## config.mk

```make
export PLATFORM = sky130hd
export DESIGN_NAME = bcd_counter_3dig
export DESIGN_NICKNAME = d
export VERILOG_FILES = /design/src/rtl/bcd_counter_3dig.sv
export SDC_FILE = /design/constraint.sdc
export NUM_CORES = 1
export LEC_CHECK = 0
export CAP_MARGIN = 25
export CORE_AREA = 2 2 68 135
export CTS_CLUSTER_SIZE = 25
export DETAILED_ROUTE_END_ITERATION = 6
export DIE_AREA = 0 0 70 137
export PLACE_DENSITY = 0.64
export REMOVE_ABC_BUFFERS = 1
export SLEW_MARGIN = 10
export SYNTH_ARGS = -nofsm -noshare
export SYNTH_HDL_FRONTEND = slang
export SYNTH_SLANG_ARGS = --single-unit
```

## constraint.sdc

```tcl
create_clock -name CLK -period 6.4 [get_ports CLK]
set_input_delay 1.6 -clock CLK [delete_from_list [all_inputs] [get_ports CLK]]
set_output_delay 1.6 -clock CLK [all_outputs]
set_load 0.05 [all_outputs]
```

## src/rtl/bcd_counter_3dig.sv

```systemverilog
// Three-digit BCD up/down event counter for the 7-segment display path.
// Advances on a prescaled tick or a synchronized STEP edge; clear and load take priority.
module bcd_counter_3dig #(
  parameter int unsigned TICK_DIV = 100_000_000
) (
  input  logic        CLK,
  input  logic        RST_N,
  input  logic        EN,
  input  logic        UP,
  input  logic        CLR,
  input  logic        LOAD,
  input  logic [11:0] LOAD_VAL,
  input  logic        STEP,
  output logic [3:0]  units,
  output logic [3:0]  tens,
  output logic [3:0]  hundreds,
  output logic        TC
);

  localparam int unsigned PW = $clog2(TICK_DIV);
  localparam logic [PW-1:0] PRESC_MAX = PW'(TICK_DIV - 1);

  logic [PW-1:0]   presc_q, presc_d;
  logic [2:0]      sync_q, sync_d;   // {s3, s2, s1}
  logic [2:0][3:0] dig_q, dig_d;
  logic            tc_q, tc_d;

  logic            tick, step_rise, advance;
  logic [3:0]      cy;               // carry (up) or borrow (down) into each digit
  logic [2:0][3:0] nxt;

  always_comb begin
    tick      = EN && (presc_q == PRESC_MAX);
    step_rise = sync_q[1] & ~sync_q[2];
    advance   = tick | step_rise;
    sync_d    = {sync_q[1], sync_q[0], STEP};

    presc_d = presc_q;
    if (EN) presc_d = tick ? '0 : presc_q + PW'(1);
    if (CLR) presc_d = '0;

    cy[0] = 1'b1;
    for (int i = 0; i < 3; i++) begin
      nxt[i]  = dig_q[i];
      cy[i+1] = 1'b0;
      if (cy[i]) begin
        if (UP) begin
          if (dig_q[i] >= 4'd9) begin
            nxt[i]  = 4'd0;
            cy[i+1] = 1'b1;
          end else begin
            nxt[i] = dig_q[i] + 4'd1;
          end
        end else begin
          if (dig_q[i] == 4'd0) begin
            nxt[i]  = 4'd9;
            cy[i+1] = 1'b1;
          end else begin
            nxt[i] = dig_q[i] - 4'd1;
          end
        end
      end
    end

    dig_d = dig_q;
    tc_d  = 1'b0;
    if (CLR) begin
      dig_d = '0;
    end else if (LOAD) begin
      // Non-BCD load nibbles clamp to 9 so the digits never leave 0-9
      for (int i = 0; i < 3; i++)
        dig_d[i] = (LOAD_VAL[4*i +: 4] > 4'd9) ? 4'd9 : LOAD_VAL[4*i +: 4];
    end else if (advance) begin
      dig_d = nxt;
      tc_d  = cy[3];
    end
  end

  always_ff @(posedge CLK or negedge RST_N) begin
    if (!RST_N) begin
      presc_q <= '0;
      sync_q  <= '0;
      dig_q   <= '0;
      tc_q    <= 1'b0;
    end else begin
      presc_q <= presc_d;
      sync_q  <= sync_d;
      dig_q   <= dig_d;
      tc_q    <= tc_d;
    end
  end

  assign units    = dig_q[0];
  assign tens     = dig_q[1];
  assign hundreds = dig_q[2];
  assign TC       = tc_q;

endmodule

```

==> results of run 1 <==
[path summary, 6_finish.rpt]
check	start	end	depth (start not counted)
min in group asynchronous	RST_N	presc_q[15]$_DFFE_PN0P_	1
worst min register to register	sync_q[0]$_DFF_PN0_	sync_q[1]$_DFF_PN0_	0
max in group asynchronous	RST_N	units[0]$_DFFE_PN0P_	2
worst max register to register	presc_q[0]$_DFFE_PN0P_	presc_q[26]$_DFFE_PN0P_	7
worst max-delay path	EN	presc_q[26]$_DFFE_PN0P_	7
worst min-delay path	sync_q[0]$_DFF_PN0_	sync_q[1]$_DFF_PN0_	0
[critical path, cell delays in order]
cell,delay (ps)
clkdlybuf4s50_1,650
and4_1,330
and4_4,260
nand3_1,170
nand2b_1,670
nor4_1,120
a221o_1,300
[registers in the layout, indices dropped and copies added, names as in the netlist]
name / flops
presc_q: 27
hundreds: 4
tens: 4
units: 4
sync_q: 3
TC: 1
[cell usage in the layout, fill, tap and decap left out, types with 4 or more instances in the layout]
cell / synthesis / final
nand4_1: 7 / 7
mux2i_1: 5 / 5
nand3_1: 18 / 18
a21oi_1: 15 / 15
xnor2_1: 12 / 12
o21ai_0: 14 / 14
nor2_1: 47 / 47
a31oi_1: 4 / 4
nand2b_1: 9 / 9
nand2_1: 16 / 16
inv_1: 17 / 17
o41ai_1: 4 / 4
dfrtp_1: 43 / 43
clkdlybuf4s50_1: 0 / 30
nor3_1: 11 / 11
o22ai_1: 4 / 4
xor2_1: 10 / 10
clkbuf_16: 0 / 5
and3_1: 8 / 8
ha_1: 11 / 11
or3_1: 4 / 4
[routing by layer]
metal / wire length, um / vias up / share of wire / GRT usage
li1: - / 1215 / - / -
met1: 2732 / 1256 / 0.37 / 0.1512
met2: 4227 / 69 / 0.57 / 0.3275
met3: 252 / 18 / 0.034 / 0.02577
met4: 238 / 0 / 0.032 / 0.07906
met5: 0 / - / 0 / 0
[area by class of cell]
cell class | instances | area [sq um]
tap | 100 | 125.1
clock inverter | 2 | 12.51
clock buffer | 6 | 128.9
timing repair buffer | 32 | 325.3
sequential | 43 | 1076
multi-input combinational | 253 | 1678
inverter | 17 | 63.81
fill | 863 | 5119
[power groups by stage]
stage          registers [mW]  clock network (mW)  logic [mW]
2_1_floorplan           0.324                   0      0.0712
3_3_place_gp            0.302                   0       0.150
3_5_place_dp            0.303                   0       0.153
4_1_cts                 0.298               0.262       0.154
5_1_grt                 0.300               0.272       0.167
6_report                0.298               0.254       0.154
[kinds of logic after synthesis]
group	Yosys count	synth area share
AO/OA/AOI/OAI	64	0.1517
XOR/XNOR	22	0.06598
adder cells (fa/ha/maj)	11	0.04713
buffers and inverters	31	0.05698
flip-flops	43	0.3685
multiplexers	9	0.03642
AND/OR/NAND/NOR	147	0.2734
[metrics by stage]
stage | hold WS [ps] | total power, mW
2_1_floorplan | 331.2 | 0.3949
3_3_place_gp | 333.7 | 0.4526
3_5_place_dp | 339.6 | 0.4557
4_1_cts | 354.3 | 0.7129
5_1_grt | 372.3 | 0.7388
6_report | 353.8 | 0.7053
==> run summary, run 1 <==
For the maximum number of pins on one net before global-route repair, the log shows 44. The run gives 0 as the max-slew violation count. The finished cells cover 3410 sq um. The die width is 70 um, and the number of buffers between clock root and the deepest sink is 2. The fraction of power consumed by sequential logic was 0.422. The die is 137 um tall. The element type at the critical path start was a primary input.

The run gives 218.8 uW as the net switching power. The run gives 0.1617 as the combined global-route utilization of all metal layers. The highest ir drop seen on vdd was 0.1769 mV. The post-placement worst setup slack is 2211 ps.

The cell row count is 48. TritonCTS built the clock tree. The number of resized instances in the post-cts repair step came out at 0. The most used flip-flop cell after synthesis is dfrtp_1.

The quantity of hold-fixing buffers added after cts is 0, and the final worst setup slack is 2453 ps. Adding up every negative setup slack in the final design gives 0 ps. The post-synthesis cell area came out at 2920 sq um.

The share of power burned in the clock network is 0.359, and the total I/O pin count is 32. Distinct cell type count of the synthesized netlist: 59. The final non-filler cell total was 453. The static leakage power was 1.441 nW; the standard cell area after detailed placement was 3248 sq um.

The run finished with clean final reports. At the end of the flow, the number of nets in the layout was 382. The total of flip-flops plus latches after synthesis is 43, and the final core area utilization is 0.3998. The logs give 0 for the aggregate global routing overflow and 444 for the number of cells in the design after placement.

Timing would allow up to 0.2534 GHz. The clock net in this run drives a total of 43 sinks. The number of antenna diodes in the final layout is 0.

The number of buffers added for setup after CTS was 0. The run gives 2,609 as the via count of the first global-routing pass. Ranked by instance count, the synthesized netlist is headed by 47 x nor2_1, 43 x dfrtp_1, 18 x nand3_1. CTS built an H-tree with a depth of 2. The detailed-route via count is 2,558.

Among all cell types in the netlist, the one instantiated most often is nor2_1. For this run, design rule violations remaining after detail routing come to 0. The biggest area contributor in the post-synthesis netlist is dfrtp_1. The portion of the post-synthesis area used by sequential elements is 0.3685, and the detailed placer's ending HPWL is 5486 um. Dividing the synthesized area by the synthesized cell count gives 8.931 sq um. The number of instances in the synthesized netlist came out at 327. Data on the critical path arrives at its endpoint at 4120 ps. The minimum clock period is 3947 ps.

The cell sitting at the root of the clock tree is a clkbuf_16. The total setup violations reported at the end of the flow is 0. Power spread over the standard cell area amounts to 206.9 nW/um^2. The first global-routing pass estimated 12,230 um of wire.

The later pin in the worst-skew pair is clocked with a latency of 290 ps. The tools report the minimum setup slack among reg-to-reg paths as 3780 ps. After detailed routing, the number of vias per cell comes to 5.647.

The tools report the post-detailed-routing wire length as 7450 um. The tools report the total iterations of the first detailed-routing run as 4. Worst min-delay path category: reg2reg.

The kind of end point of the critical path was a register. The number of violations reported at the end of detailed-routing iteration 0 came out at 126. Setup repair after global routing left no endpoint under its margin. In this run, synthesis inferred 0 flip-flops with an integrated enable. Relative to the synthesized area, the layout overhead comes to 16.75%. The share of the clock period used by the worst path came out at 0.6167.

The clock slew at the register clock pins of the worst setup and hold paths works out to 60 ps. Ranked by total cell area, the synthesized netlist is headed by dfrtp_1 37%, nor2_1 6.0%, ha_1 4.7%. The starting density of the core is 0.3424. The worst slew margin relative to its limit is 0.4107. The CTS buffer count is 5, and the proportion of synthesized flip-flops having asynchronous set or reset is 1.000.

The final number of hold-violating endpoints is 0, and the count of yosys warnings during synthesis is 0. Across the run, the number of max-cap violations was 0. The critical path is of the in2reg type.

The placeable core area is 8528 sq um. Once detail routing completed, the nets flagged for antenna violations numbered 0. In this run the worst path has a maximum fanout of 22. The die outline area was 9590 sq um. The fraction of final layout cells with drive strength greater than 1 was 0.06799. Net switching fraction of the power: 0.3102.

The top cell type's share of synthesized area is 0.3685. The combinational share of power is 0.218. The initial antenna violation count was 0. Placer's final routability congestion estimate: 0.8184. In the final routed layout, each cell accounts on average for 16.45 um. Data on the critical path is required at its endpoint by 6570 ps.

The internal power of the cells was 486.5 uW; the largest clock skew in the final design was 4.242 ps. At the pin with the least slew margin, the transition time is 881.2 ps. Number of buffers inserted by port buffering: 31.
No activity file was read; power rests on OpenSTA's default activity.
==> run 2: changes to the inputs <==
Clock period 6.4 ns to 3.8 ns, I/O delays scaled along.
==> run 2 against run 1 <==
First-iteration DRC count down 8.7%; power is 88% higher; clock power is 120% higher; sequential power grew 68%; count of clock-buffer cells in the layout decreased by 1; worst setup slack got worse by 1700 ps; critical endpoint is now hundreds[1]$_DFFE_PN0P_; register-to-register slack got worse by 2500 ps; sequential cell count unchanged; global-route usage barely moved; cell count grew 0.88%.
==> run summary, run 2 (same netlist as run 1, synthesis figures left out) <==
The type of the worst setup path was in2reg. In the final routed layout, each cell accounts on average for 16.14 um. The total overflow left after global routing is 0.

The quantity of hold-fixing buffers added after cts is 0. The combinational share of power came out at 0.198. The final number of hold-violating endpoints is 0. TritonCTS built the clock tree.

Along the worst path, the maximum fanout reaches 9. For this run, design rule violations remaining after detail routing come to 0. The final core area utilization is 0.4098, and the minimum clock period is 3037 ps. The tools report the element type at the critical path start as a primary input. The net switching power is 366.5 uW, and the source-to-sink clock delay at the later pin of the worst-skew pair is 290 ps.

The CTS buffer count was 5; the highest ir drop seen on vdd was 0.1989 mV. The die covers 9590 sq um. The net switching fraction of the power is 0.2763, and the static leakage power is 1.489 nW. The fraction of power consumed by sequential logic was 0.379; the slew at the pin closest to its max-slew limit was 647.7 ps. Root buffer cell: clkbuf_16. Largest clock skew in the final design: 7.013 ps.

The number of gates resized after CTS was 0. The combined global-route utilization of all metal layers is 0.1613, and the via count of the first global-routing pass is 2,627. The number of maximum-capacitance constraint violations was 0; the worst slew margin relative to its limit was 0.5669. The internal power of the cells totals 959.9 uW.

The run gives 2,554 as the detailed-route via count. Setup repair after global routing left no endpoint under its margin. Relative to the synthesized area, the layout overhead comes to 19.67%. The power density over the cells is 379.6 nW/um^2, and the total setup violations reported at the end of the flow is 0. Die width: 70 um. After detailed routing, the number of vias per cell comes to 5.589. At the end of the flow, the number of nets in the layout was 386. In the layout the commonest cells are 47 x nor2_1, 43 x dfrtp_1, 30 x clkdlybuf4s50_1.

Summing all placed instances gives a cell area of 3278 sq um. The tools report the final worst setup slack as 763.1 ps. The share of the clock period used by the worst path is 0.7992. The starting density of the core was 0.3424; the detailed placer's ending HPWL was 5738 um. In the final timing run, aggregate negative setup slack is 0 ps.

During placement, the flow inserted port buffers numbering 31. The number of flip-flops under the largest register name was 27; the total I/O pin count was 32. STA classifies the critical path endpoint as a register. The timing-limited maximum frequency was 0.3293 GHz.

In this run the vertical extent of the chip is 137 um. The run finished with clean final reports. The number of buffers added for setup after CTS came out at 0. The fraction of final layout cells with drive strength greater than 1 came out at 0.08123. The first global-routing pass estimated 12,240 um of wire. CTS built an H-tree with a depth of 2. The placer's final routability congestion estimate was 0.8420. Max-slew violation count: 0.

For the maximum number of pins on one net before global-route repair, the log shows 44. After routing the design area is 3495 sq um. The post-detailed-routing wire length was 7378 um. The first detailed-routing pass took 4 iterations.

The tools report the initial antenna violation count as 0. The combined flip-flop and latch cell area is 1076 sq um. The register with the most flip-flops was presc_q. The clock sink count came out at 43. The placeable core area is 8528 sq um, and the share of power burned in the clock network is 0.423. Clock-pin slew was measured on the worst setup and hold paths at 60 ps. The data arrival time of the critical path was 3210 ps. The count of antenna diodes in the layout is 0, and the total of fill cells in the finished design is 880. After floorplanning, the core was divided into 48 placement rows. The library cell used most frequently in the layout, excluding fill and tap cells, is nor2_1. In this run the deepest clock path goes through 2 buffers. At the worst endpoint, the required time is 3970 ps.

The worst hold path belongs to the class reg2reg. In the final layout, the multi-input gates occupy 1678 sq um. The number of violations reported at the end of detailed-routing iteration 0 was 115; the remaining number of nets flagged by the antenna check after routing was 0. The post-placement worst setup slack is 474.9 ps.
run 2: cell types whose count changed in the layout (fill, tap and decap cells not counted):
cell	previous run	this run
buf_4	0	4
bufinv_16	0	2
clkbuf_1	1	0
clkinv_2	1	0
clkinvlp_4	1	0
inv_8	0	1
run 2: path summary, 6_finish.rpt:
path | start | to | slack, ps | cells after the start
hold reg to reg | sync_q[0]$_DFF_PN0_ | sync_q[1]$_DFF_PN0_ | 350 | 0
hold / removal | sync_q[0]$_DFF_PN0_ | sync_q[1]$_DFF_PN0_ | 350 | 0
min in group asynchronous | RST_N | presc_q[13]$_DFFE_PN0P_ | 510 | 1
max in group asynchronous | RST_N | units[0]$_DFFE_PN0P_ | 2850 | 2
setup reg to reg | units[1]$_DFFE_PN0P_ | hundreds[1]$_DFFE_PN0P_ | 1260 | 8
setup / recovery | EN | hundreds[1]$_DFFE_PN0P_ | 760 | 7
run 2: through the flow:
stage               cells  hold slack [ps]  power, mW
finish                457            352.7      1.326
global route          457            371.7      1.385
CTS                   456            358.2      1.340
detailed placement    448            342.4     0.7718
global placement      448            333.0     0.7660
floorplan             313            331.2     0.6652
run 2: power groups by stage:
stage	Combinational, mW	Clock [mW]	Sequential (mW)
floorplan	0.120	0	0.545
global route	0.284	0.595	0.505
finish	0.263	0.561	0.502
detailed placement	0.261	0	0.510
global placement	0.257	0	0.509
CTS	0.262	0.576	0.502
run 2: cell type report:
cell class	count	share of cell area
Timing Repair Buffer	36	0.1017
Multi-Input combinational cell	253	0.4801
Clock buffer	5	0.03580
Sequential cell	43	0.3079
Clock inverter	3	0.02041
Inverter	17	0.01826
Tap cell	100	0.03580
run 2: metal layers:
layer  routed length [um]  vias up  track usage
met3                  226       28      0.02798
met5                    0        -            0
li1                     -     1218            -
met4                  315        0      0.09615
met2                 4341       58       0.3233
met1                 2495     1250       0.1450
run 2: critical path: stages:
cell and delay [ps]:
clkdlybuf4s50_1 630, and4_1 310, and4_4 260, a31oi_4 140, or2_1 350, o21a_4 280
mux2_4 300
==> run 3: changes to the inputs <==
Clock period 3.8 ns to 2.9 ns, I/O delays scaled along.
==> run 3 against run 2 <==
Die area stayed put; sequential share of layout area is 0.10 points higher; power is 16% higher; core utilization is 0.13 points lower; hold slack worse by 47 ps; register-to-register slack worse by 850 ps; first-iteration DRC count is 26% higher; clock power is 3.7% lower; sequential power is 31% higher; largest power group is now sequential cells.
==> run summary, run 3 (same netlist as run 1, synthesis figures left out) <==
The flow ran to the end, and the final reports show no timing, DRC or antenna violations. The share of the clock period used by the worst path was 0.8601; the detailed-route via count was 2,516. The clock reaches the later pin of the worst-skew pair after 280 ps.

The smallest clock period supported by the final layout is computed as 2494 ps. The logs give 0.4009 GHz for the timing-limited maximum frequency and 0 ps for the final setup TNS. The first global-routing pass estimated 11,770 um of wire.

Counting along the longest clock path gives a buffer depth of 2. For this design the ratio of total power to cell area is 443.2 nW/um^2. The average via count per standard cell is 5.434. The most critical setup path has its startpoint at units[1]$_DFFE_PN0P_. The clock slew at the register clock pins of the worst setup and hold paths came out at 60 ps. In this run the critical register-to-register path is captured at hundreds[3]$_DFFE_PN0P_.

The cell row count was 48. Worst min-delay path category: in2async. After layout, the worst setup slack is 405.8 ps. Once detail routing completed, the nets flagged for antenna violations numbered 0. The wire length on met3 came out at 200 um.

Number of buffers added for setup after CTS: 0. The final layout contains 392 nets. For this run, design rule violations remaining after detail routing come to 0. The first routing iteration left 145 violations.

The via count of the first global-routing pass is 2,552. Between clock sinks in the finished design, the worst skew comes to 2.999 ps. The initial antenna violation count was 0. The worst register-to-register path begins at units[1]$_DFFE_PN0P_.

STA classifies the critical path startpoint as a register. Along the worst path, the maximum fanout reaches 6. Summing all multi-input logic gate instances after layout gives 1678 sq um. The slew at the pin closest to its max-slew limit came out at 657.3 ps. presc_q holds more flip-flops than any other register.

The number of maximum-capacitance constraint violations is 0, and the area growth from synthesis to layout is 19.28%. The highest metal layer used by the detailed router is met4. The internal power of the cells was 1.076 mW; the post-detailed-routing wire length was 7130 um. Entering global routing, the biggest net connects 44 pins. The register with the most flip-flops in the layout has 27 of them. The detailed-routed wire length on met2 came out at 4118 um. The static leakage power came out at 1.496 nW.

Summed over all nets, the switching power comes to 467.4 uW. The tools report the post-route worst hold slack as 305.6 ps. The most common cell after layout, fill and taps aside was nor2_1.

The floorplan step defined a die boundary enclosing 9590 sq um. The logs give 0.1549 for the combined global-route utilization of all metal layers and 2593 um for the routed length on met1. The data required time of the worst path was 3070 ps. In this run, CTS created clock tree buffers numbering 5.

Summing all flip-flop and latch instances after layout gives 1076 sq um. For this run, the detailed router's first-pass iteration total came to 4. Counting the fill cells in the layout gives 870.

Measured along the x axis, the die boundary spans 70 um. Final number of hold-violating endpoints: 0. After legalization and detailed placement, the total HPWL measured 5484 um. The clock sink count is 43. The number of cell instances on the worst register-to-register path was 8.

Combinational share of power: 0.224. The logs give 0 for the quantity of hold-fixing buffers added after cts and 0 for the number of resized instances in the post-cts repair step. TritonCTS built the clock tree. The core region is 8528 sq um. The share of power burned in the clock network is 0.350, and the highest ir drop seen on vdd is 0.2060 mV. Data on the critical path arrives at its endpoint at 2660 ps.

During placement, the flow inserted port buffers numbering 31. The cell sitting at the root of the clock tree is a clkbuf_16. The max-slew violation count came out at 0.

Summed over all layers, the global routing overflow is 0. The critical path is of the reg2reg type. The net switching fraction of the power was 0.3028; the total setup violations reported at the end of the flow was 0. Setup repair after global routing left no endpoint under its margin. Chip height: 137 um. The worst slew margin relative to its limit was 0.5608. The H-tree was split into 2 levels.

Across all register-to-register paths, the minimum setup slack is 410 ps. The run gives 32 as the total I/O pin count. The repair_antennas step left the layout with diodes totalling 0.

The fraction of final layout cells with drive strength greater than 1 works out to 0.09642. The worst setup path is captured at a register. The placer's final routability congestion estimate was 0.8933; the fraction of power consumed by sequential logic was 0.426.

The average wire per cell in the routed design works out to 15.40 um. Before CTS, the worst setup slack after placement is 126.2 ps. Starting density of the core: 0.3424. In the layout the commonest cells are 47 x nor2_1, 43 x dfrtp_1, 30 x clkdlybuf4s50_1.
==> run 3: stage by stage <==
stage	total power, mW	std cells	area (sq um)	utilization
3_5_place_dp	1.013	454	3323	0.3897
5_1_grt	1.625	463	3483	0.4085
2_1_floorplan	0.8716	313	2818	-
3_3_place_gp	1.008	454	3323	0.3897
6_report	1.544	463	3483	0.4085
4_1_cts	1.563	462	3463	0.4061
==> run 3: area by class of cell <==
| class | instances | share of cell area |
|---|---|---|
| clock inverters | 3 | 0.004310 |
| multi-input cells | 253 | 0.4817 |
| flip-flops and latches | 43 | 0.3089 |
| repair buffers | 42 | 0.1149 |
| clock buffers | 5 | 0.03592 |
| well taps | 100 | 0.03592 |
| inverters | 17 | 0.01832 |
==> run 3: routing by layer <==
layer,GRT usage,vias up
li1,-,1240
met2,0.3111,50
met1,0.1462,1208
met4,0.07906,0
met5,0,-
met3,0.02430,18
==> run 3: how the worst max path moves through the flow <==
stage          cells past startpoint                       to  slack, ps
6_report                           8  hundreds[3]$_DFFE_PN0P_        410
5_1_grt                            8  hundreds[3]$_DFFE_PN0P_        180
4_1_cts                            8  hundreds[3]$_DFFE_PN0P_        400
3_5_place_dp                       7  hundreds[3]$_DFFE_PN0P_        130
3_3_place_gp                       7  hundreds[2]$_DFFE_PN0P_        150
2_1_floorplan                      8  hundreds[1]$_DFFE_PN0P_        380
==> run 3: power groups by stage <==
stage	clock network [mW]	registers, mW	logic [mW]
floorplan	0	0.715	0.157
global placement	0	0.668	0.340
detailed placement	0	0.668	0.345
CTS	0.560	0.657	0.346
global route	0.585	0.662	0.378
finish	0.540	0.658	0.346
==> run 3: worst max-delay path, cell delays in order (launching register included) <==
cell and delay [ps]:
dfrtp_1 460, inv_1 130, ha_1 240, nor3b_1 250, and2b_2 270, mux2i_1 250
or2_1 260, o21a_4 210, mux2_4 300
